## src/rtl/fetch_unit.sv

```systemverilog
// fetch_unit: RV32I instruction fetch stage.
// Owns the fetch PC and issues word requests to a req/gnt + rvalid memory.
// Returned words go into an in-order prefetch FIFO that feeds decode over
// valid/ready. A redirect flushes the FIFO and drops responses still in flight.
// Optional build macro FETCH_BYPASS_EN: when the FIFO is empty and nothing is
// being discarded, a response is presented to decode in the cycle it arrives.
module fetch_unit #(
    parameter logic [31:0] RESET_PC = 32'h0000_0000,
    parameter int          DEPTH    = 4
) (
    input  logic        clk,
    input  logic        rst,
    output logic        mem_req,
    output logic [31:0] mem_addr,
    input  logic        mem_gnt,
    input  logic        mem_rvalid,
    input  logic [31:0] mem_rdata,
    input  logic        redirect,
    input  logic [31:0] redirect_pc,
    output logic        inst_valid,
    output logic [31:0] inst,
    output logic [31:0] inst_pc,
    input  logic        inst_ready
);

    localparam int            AW      = $clog2(DEPTH);
    localparam int            CW      = $clog2(DEPTH + 1);
    localparam logic [CW:0]   DEPTH_C = (CW + 1)'(DEPTH);

    logic [31:0]   fetch_pc_reg;
    logic [CW-1:0] count_reg;
    logic [CW-1:0] outstanding_reg;
    logic [CW-1:0] outstanding_next;
    logic [CW-1:0] discard_reg;
    logic [AW-1:0] wr_ptr_reg;
    logic [AW-1:0] rd_ptr_reg;
    logic [AW-1:0] pq_wr_reg;
    logic [AW-1:0] pq_rd_reg;

    logic [31:0] fifo_pc_reg   [DEPTH];
    logic [31:0] fifo_inst_reg [DEPTH];
    logic [31:0] pq_pc_reg     [DEPTH];

    logic [CW:0] in_flight;
    logic        accept;
    logic        resp;
    logic        drop;
    logic        push;
    logic        pop;
    logic        fifo_empty;
    logic        bypass_take;

    // Credit: words in flight plus words buffered never exceed the FIFO size.
    assign in_flight  = {1'b0, outstanding_reg} + {1'b0, count_reg};
    assign mem_req    = rst & ~redirect & (in_flight < DEPTH_C);
    assign mem_addr   = fetch_pc_reg;
    assign accept     = mem_req & mem_gnt;
    // A response with nothing outstanding is spurious and ignored entirely.
    assign resp       = mem_rvalid & (outstanding_reg != '0);
    assign drop       = resp & (discard_reg != '0);
    assign fifo_empty = (count_reg == '0);
    assign pop        = ~fifo_empty & inst_ready;

`ifdef FETCH_BYPASS_EN
    logic bypass_valid;
    // Present a fresh response directly when the FIFO has nothing older.
    assign bypass_valid = resp & ~drop & fifo_empty & ~redirect;
    assign bypass_take  = bypass_valid & inst_ready;
    assign inst_valid   = ~fifo_empty | bypass_valid;
    assign inst         = bypass_valid ? mem_rdata : fifo_inst_reg[rd_ptr_reg];
    assign inst_pc      = bypass_valid ? pq_pc_reg[pq_rd_reg] : fifo_pc_reg[rd_ptr_reg];
`else
    assign bypass_take  = 1'b0;
    assign inst_valid   = ~fifo_empty;
    assign inst         = fifo_inst_reg[rd_ptr_reg];
    assign inst_pc      = fifo_pc_reg[rd_ptr_reg];
`endif

    // Responses arriving in a redirect cycle belong to the old path.
    assign push = resp & ~drop & ~redirect & ~bypass_take;

    // Outstanding count after this cycle's accept and response.
    always_comb begin
        outstanding_next = outstanding_reg;
        if (accept && !resp) begin
            outstanding_next = outstanding_reg + 1'b1;
        end else if (!accept && resp) begin
            outstanding_next = outstanding_reg - 1'b1;
        end
    end

    // Control state: fetch PC, occupancy, in-flight and discard bookkeeping.
    always_ff @(posedge clk) begin
        if (!rst) begin
            fetch_pc_reg    <= RESET_PC;
            count_reg       <= '0;
            outstanding_reg <= '0;
            discard_reg     <= '0;
            wr_ptr_reg      <= '0;
            rd_ptr_reg      <= '0;
            pq_wr_reg       <= '0;
            pq_rd_reg       <= '0;
        end else begin
            outstanding_reg <= outstanding_next;
            if (accept) begin
                pq_wr_reg <= pq_wr_reg + 1'b1;
            end
            if (resp) begin
                pq_rd_reg <= pq_rd_reg + 1'b1;
            end
            if (redirect) begin
                fetch_pc_reg <= redirect_pc & 32'hFFFF_FFFC;
                count_reg    <= '0;
                wr_ptr_reg   <= '0;
                rd_ptr_reg   <= '0;
                // Everything still in flight after this cycle is stale.
                discard_reg  <= outstanding_next;
            end else begin
                if (accept) begin
                    fetch_pc_reg <= fetch_pc_reg + 32'd4;
                end
                if (push) begin
                    wr_ptr_reg <= wr_ptr_reg + 1'b1;
                end
                if (pop) begin
                    rd_ptr_reg <= rd_ptr_reg + 1'b1;
                end
                if (push && !pop) begin
                    count_reg <= count_reg + 1'b1;
                end else if (pop && !push) begin
                    count_reg <= count_reg - 1'b1;
                end
                if (drop) begin
                    discard_reg <= discard_reg - 1'b1;
                end
            end
        end
    end

    // Prefetch FIFO storage; cleared on reset so the head reads zero.
    always_ff @(posedge clk) begin
        if (!rst) begin
            for (int i = 0; i < DEPTH; i++) begin
                fifo_pc_reg[i]   <= '0;
                fifo_inst_reg[i] <= '0;
            end
        end else if (push) begin
            fifo_pc_reg[wr_ptr_reg]   <= pq_pc_reg[pq_rd_reg];
            fifo_inst_reg[wr_ptr_reg] <= mem_rdata;
        end
    end

    // PC queue: address of each accepted request, popped as responses return.
    always_ff @(posedge clk) begin
        if (accept) begin
            pq_pc_reg[pq_wr_reg] <= fetch_pc_reg;
        end
    end

endmodule
```

## config.mk

```make
export PLATFORM = sky130hd
export DESIGN_NAME = fetch_unit
export DESIGN_NICKNAME = d
export VERILOG_FILES = /design/src/rtl/fetch_unit.sv
export SDC_FILE = /design/constraint.sdc
export NUM_CORES = 1
export LEC_CHECK = 0
export BUFFER_PORTS_ARGS = -buffer_cell sky130_fd_sc_hd__buf_2
export CORE_AREA = 10 10 185 187
export CTS_CLUSTER_SIZE = 30
export DETAILED_ROUTE_END_ITERATION = 10
export DIE_AREA = 0 0 195 197
export GPL_TIMING_DRIVEN = 0
export HOLD_SLACK_MARGIN = 0.1
export PLACE_DENSITY = 0.78
export SLEW_MARGIN = 30
export SYNTH_ARGS = -nofsm -noshare
export SYNTH_HDL_FRONTEND = slang
export SYNTH_SLANG_ARGS = --single-unit
```

## constraint.sdc

```tcl
create_clock -name clk -period 4.2 [get_ports clk]
set_input_delay 0 -clock clk [delete_from_list [all_inputs] [get_ports clk]]
set_output_delay 0 -clock clk [all_outputs]
set_load 0.005 [all_outputs]
```

==> out/metrics.cfg <==
[finish]
area_growth_pct=19.8
final-seq-area_mm2=0.0121
design_area_mm2=0.0212
drive_above_1_share=0.255
largest_register_ffs=128
fill_cells=1950
fin_util=0.697
multiInputGateArea_mm2=0.00533
antenna_cells=0
fin_nets=1473

[global_route]
grt_pass1_vias=11100
antenna_found_initial=0
grt_pass1_wl_mm=63.8
grt_overflow=0
grt.total_usage=0.212
grt_max_degree=43

[route]
drc=0
wirelength_mm=41.3
first_pass_iters=5
drt_iter0_markers=900
num_vias=10600
routed_via_density=5.87
postRouteAntennaNets=0
post_drt_wl_per_cell_um=22.8

[clocking]
clock_sinks=419
clock_latency_ns=0.54
numCtsBuffers=42
cts_tree=yes
htreeDepth=2
root_buffer=clkbuf_16
clock_tree.buffer_depth=3
cts.clk_slew.worst_paths_ns=0.06

[sta]
finalSetupViolations=0
fin_crit_sh=0.919
hold_viol=0
setup_tns_ns=0
rsz0062_at_grt=no
setup_slack_ns=0.342
skew_ns=0.0257
tightestPinTransition_ns=0.956
min_period_ns=3.86
maxSlewHeadroom=0.359
fmax_mhz=259
maxSlewViolCount=0

[setup_path]
worstPathArrival_ns=4.31
path_delay_family=buffers and inverters
crit_fanout=10
slowest_stage=clkbuf_1
rrSetupSlack_ns=0.34
crit_top_cell=ha_1
crit_chain=inv_1 -> ha_1 -> ha_1 -> nand2b_1 -> nor3b_2 -> clkbuf_1 -> clkbuf_2 -> ha_1 -> inv_1 -> fa_1 -> xor2_1 -> or3_1 -> a21oi_1
worstPathRequired_ns=4.65
criticalPathCategory=flop to flop
path_buf_inv=4
cp-start-kind=flop
end_kind=flop
slowest_delay_ns=0.58

[placement]
dp_slack_ns=-0.144
post-dp-hpwl_mm=26.9
io_buffers=161
place_congestion=0.894
dpl-instance-area_mm2=0.0193

[power]
p_total_mw=9.84
sw_frac_of_total=0.247
seqPwrFrac=0.502
switchingPower_mw=2.43
clkPwrFrac=0.347
power_frac_comb=0.152
ir_drop_mv=0.297
p_int_mw=7.41
p_per_area_mw_per_mm2=464
leakagePower_nw=7.95

[synthesis]
synth_cells=1103
synth-edff-count=368
avgSynthCellArea_um2=16.1
yosys.area.top_type=edfxtp_1
synth_cell_types=52
ys.flop_type=edfxtp_1
synth_seq_cells=419
synth_area_leaders=edfxtp_1, mux4_2, and2_1
yosysWarnings=0
synth_top_area_frac=0.624
ys_seq_area_frac=0.682
async_flop_share=0
synth_area_mm2=0.0177

[die]
dieArea_mm2=0.0384
start_util=0.582
num_rows=64
core_mm2=0.0304
die_y_um=197
io-pin-count=168
die_w_um=195

[hold_path]
min_path_type=input pin to flop

[run_status]
status=finished, final reports clean

[run]
maxCapViolations=0

-- cell type report --
| class | count | area share |
|---|---|---|
| inverter | 13 | 0.00230 |
| clock inverter | 19 | 0.00436 |
| sequential | 419 | 0.569 |
| multi-input combinational | 599 | 0.251 |
| clock buffer | 53 | 0.0539 |
| buffer | 75 | 0.0150 |
| timing repair buffer | 239 | 0.0808 |
| tap | 396 | 0.0234 |
-- power groups by stage --
stage | clock network (mW) | registers [mW] | logic [mW]
final | 3.41 | 4.93 | 1.49
after global placement | 0 | 5.02 | 1.37
after global routing | 3.60 | 4.96 | 1.64
after detailed placement | 0 | 5.02 | 1.43
after CTS | 3.45 | 4.93 | 1.49
after floorplan | 0 | 4.98 | 0.936
-- cell usage in the layout (no fill, tap or decap), drive strengths merged, types with 2 or more instances in the layout --
cell,instances
o21ba,3
nor3,6
clkbuf,112
dlygate4sd3,68
nand3,13
nand2,34
nand2b,5
xnor2,12
nand4,17
ha,13
a211oi,2
dfxtp,51
mux2,2
a21oi,20
edfxtp,368
and2,191
buf,187
or4,2
a22o,3
o21ai,30
inv,14
conb,4
and3,67
or3,6
clkinv,18
xor2,22
nor4,3
mux4,92
nor3b,4
and4,2
nor2,27
a31oi,7
mux2i,2
-- path summary, 6_finish.rpt --
path / end / from / depth (start not counted)
setup / recovery: count_reg[2] / outstanding_reg[1] / 13
hold reg to reg: pq_wr_reg[1] / pq_wr_reg[1] / 2
setup reg to reg: count_reg[2] / outstanding_reg[1] / 13
hold / removal: count_reg[1] / redirect / 4
-- timing repair --
action | in CTS | in global routing
endpoints found under the setup margin | 1 | 1
gates resized for setup | 1 | 2
setup buffers | 0 | 0
hold buffers | 68 | 0
hold endpoints to repair | 167 | 0
-- worst min-delay path: stages --
cell	delay, ns
buf_2	0.11
nand2b_1	0.13
clkbuf_1	0.27
nor2_1	0.16
-- Yosys cell counts, types with 3 or more instances --
| library cell | count |
|---|---|
| nand2_1 | 33 |
| or3_1 | 5 |
| inv_1 | 13 |
| buf_2 | 7 |
| a21oi_1 | 20 |
| nor3_1 | 4 |
| nand2b_1 | 5 |
| buf_4 | 4 |
| ha_1 | 13 |
| edfxtp_1 | 368 |
| dfxtp_1 | 51 |
| and3_1 | 66 |
| and2_1 | 191 |
| mux4_2 | 92 |
| a22o_1 | 3 |
| nand4_1 | 16 |
| o21ai_0 | 30 |
| xnor2_1 | 12 |
| xor2_1 | 22 |
| clkbuf_1 | 56 |
| nand3_1 | 13 |
| buf_1 | 7 |
| nor2_1 | 26 |
| o21ba_2 | 3 |
| a31oi_1 | 7 |
-- routing by layer --
metal  wire length, µm  global-route usage  part of all wire
met5                 0                   0                 0
met4              1100              0.0693             0.027
met3              3720              0.0411             0.090
met2             20500               0.356              0.50
met1             16000               0.274              0.39
-- cell families after synthesis --
logic type,share of synthesized area
AOI/OAI and AO/OA,0.0232
xor gates and xnor gates,0.0168
adders and majority gates,0.0103
buffers and inverters,0.0204
DFF,0.682
muxes,0.119
other,0.000212
and+or+nand+nor,0.128
-- stage by stage --
step / std cells / hold WS, ns
finish: 1813 / 0.175
global route: 1813 / 0.205
CTS: 1812 / 0.146
detailed placement: 1672 / 0.262
global placement: 1663 / 0.255
floorplan: 1106 / 0.144
Note: power is estimated with default switching activity, not from simulation.
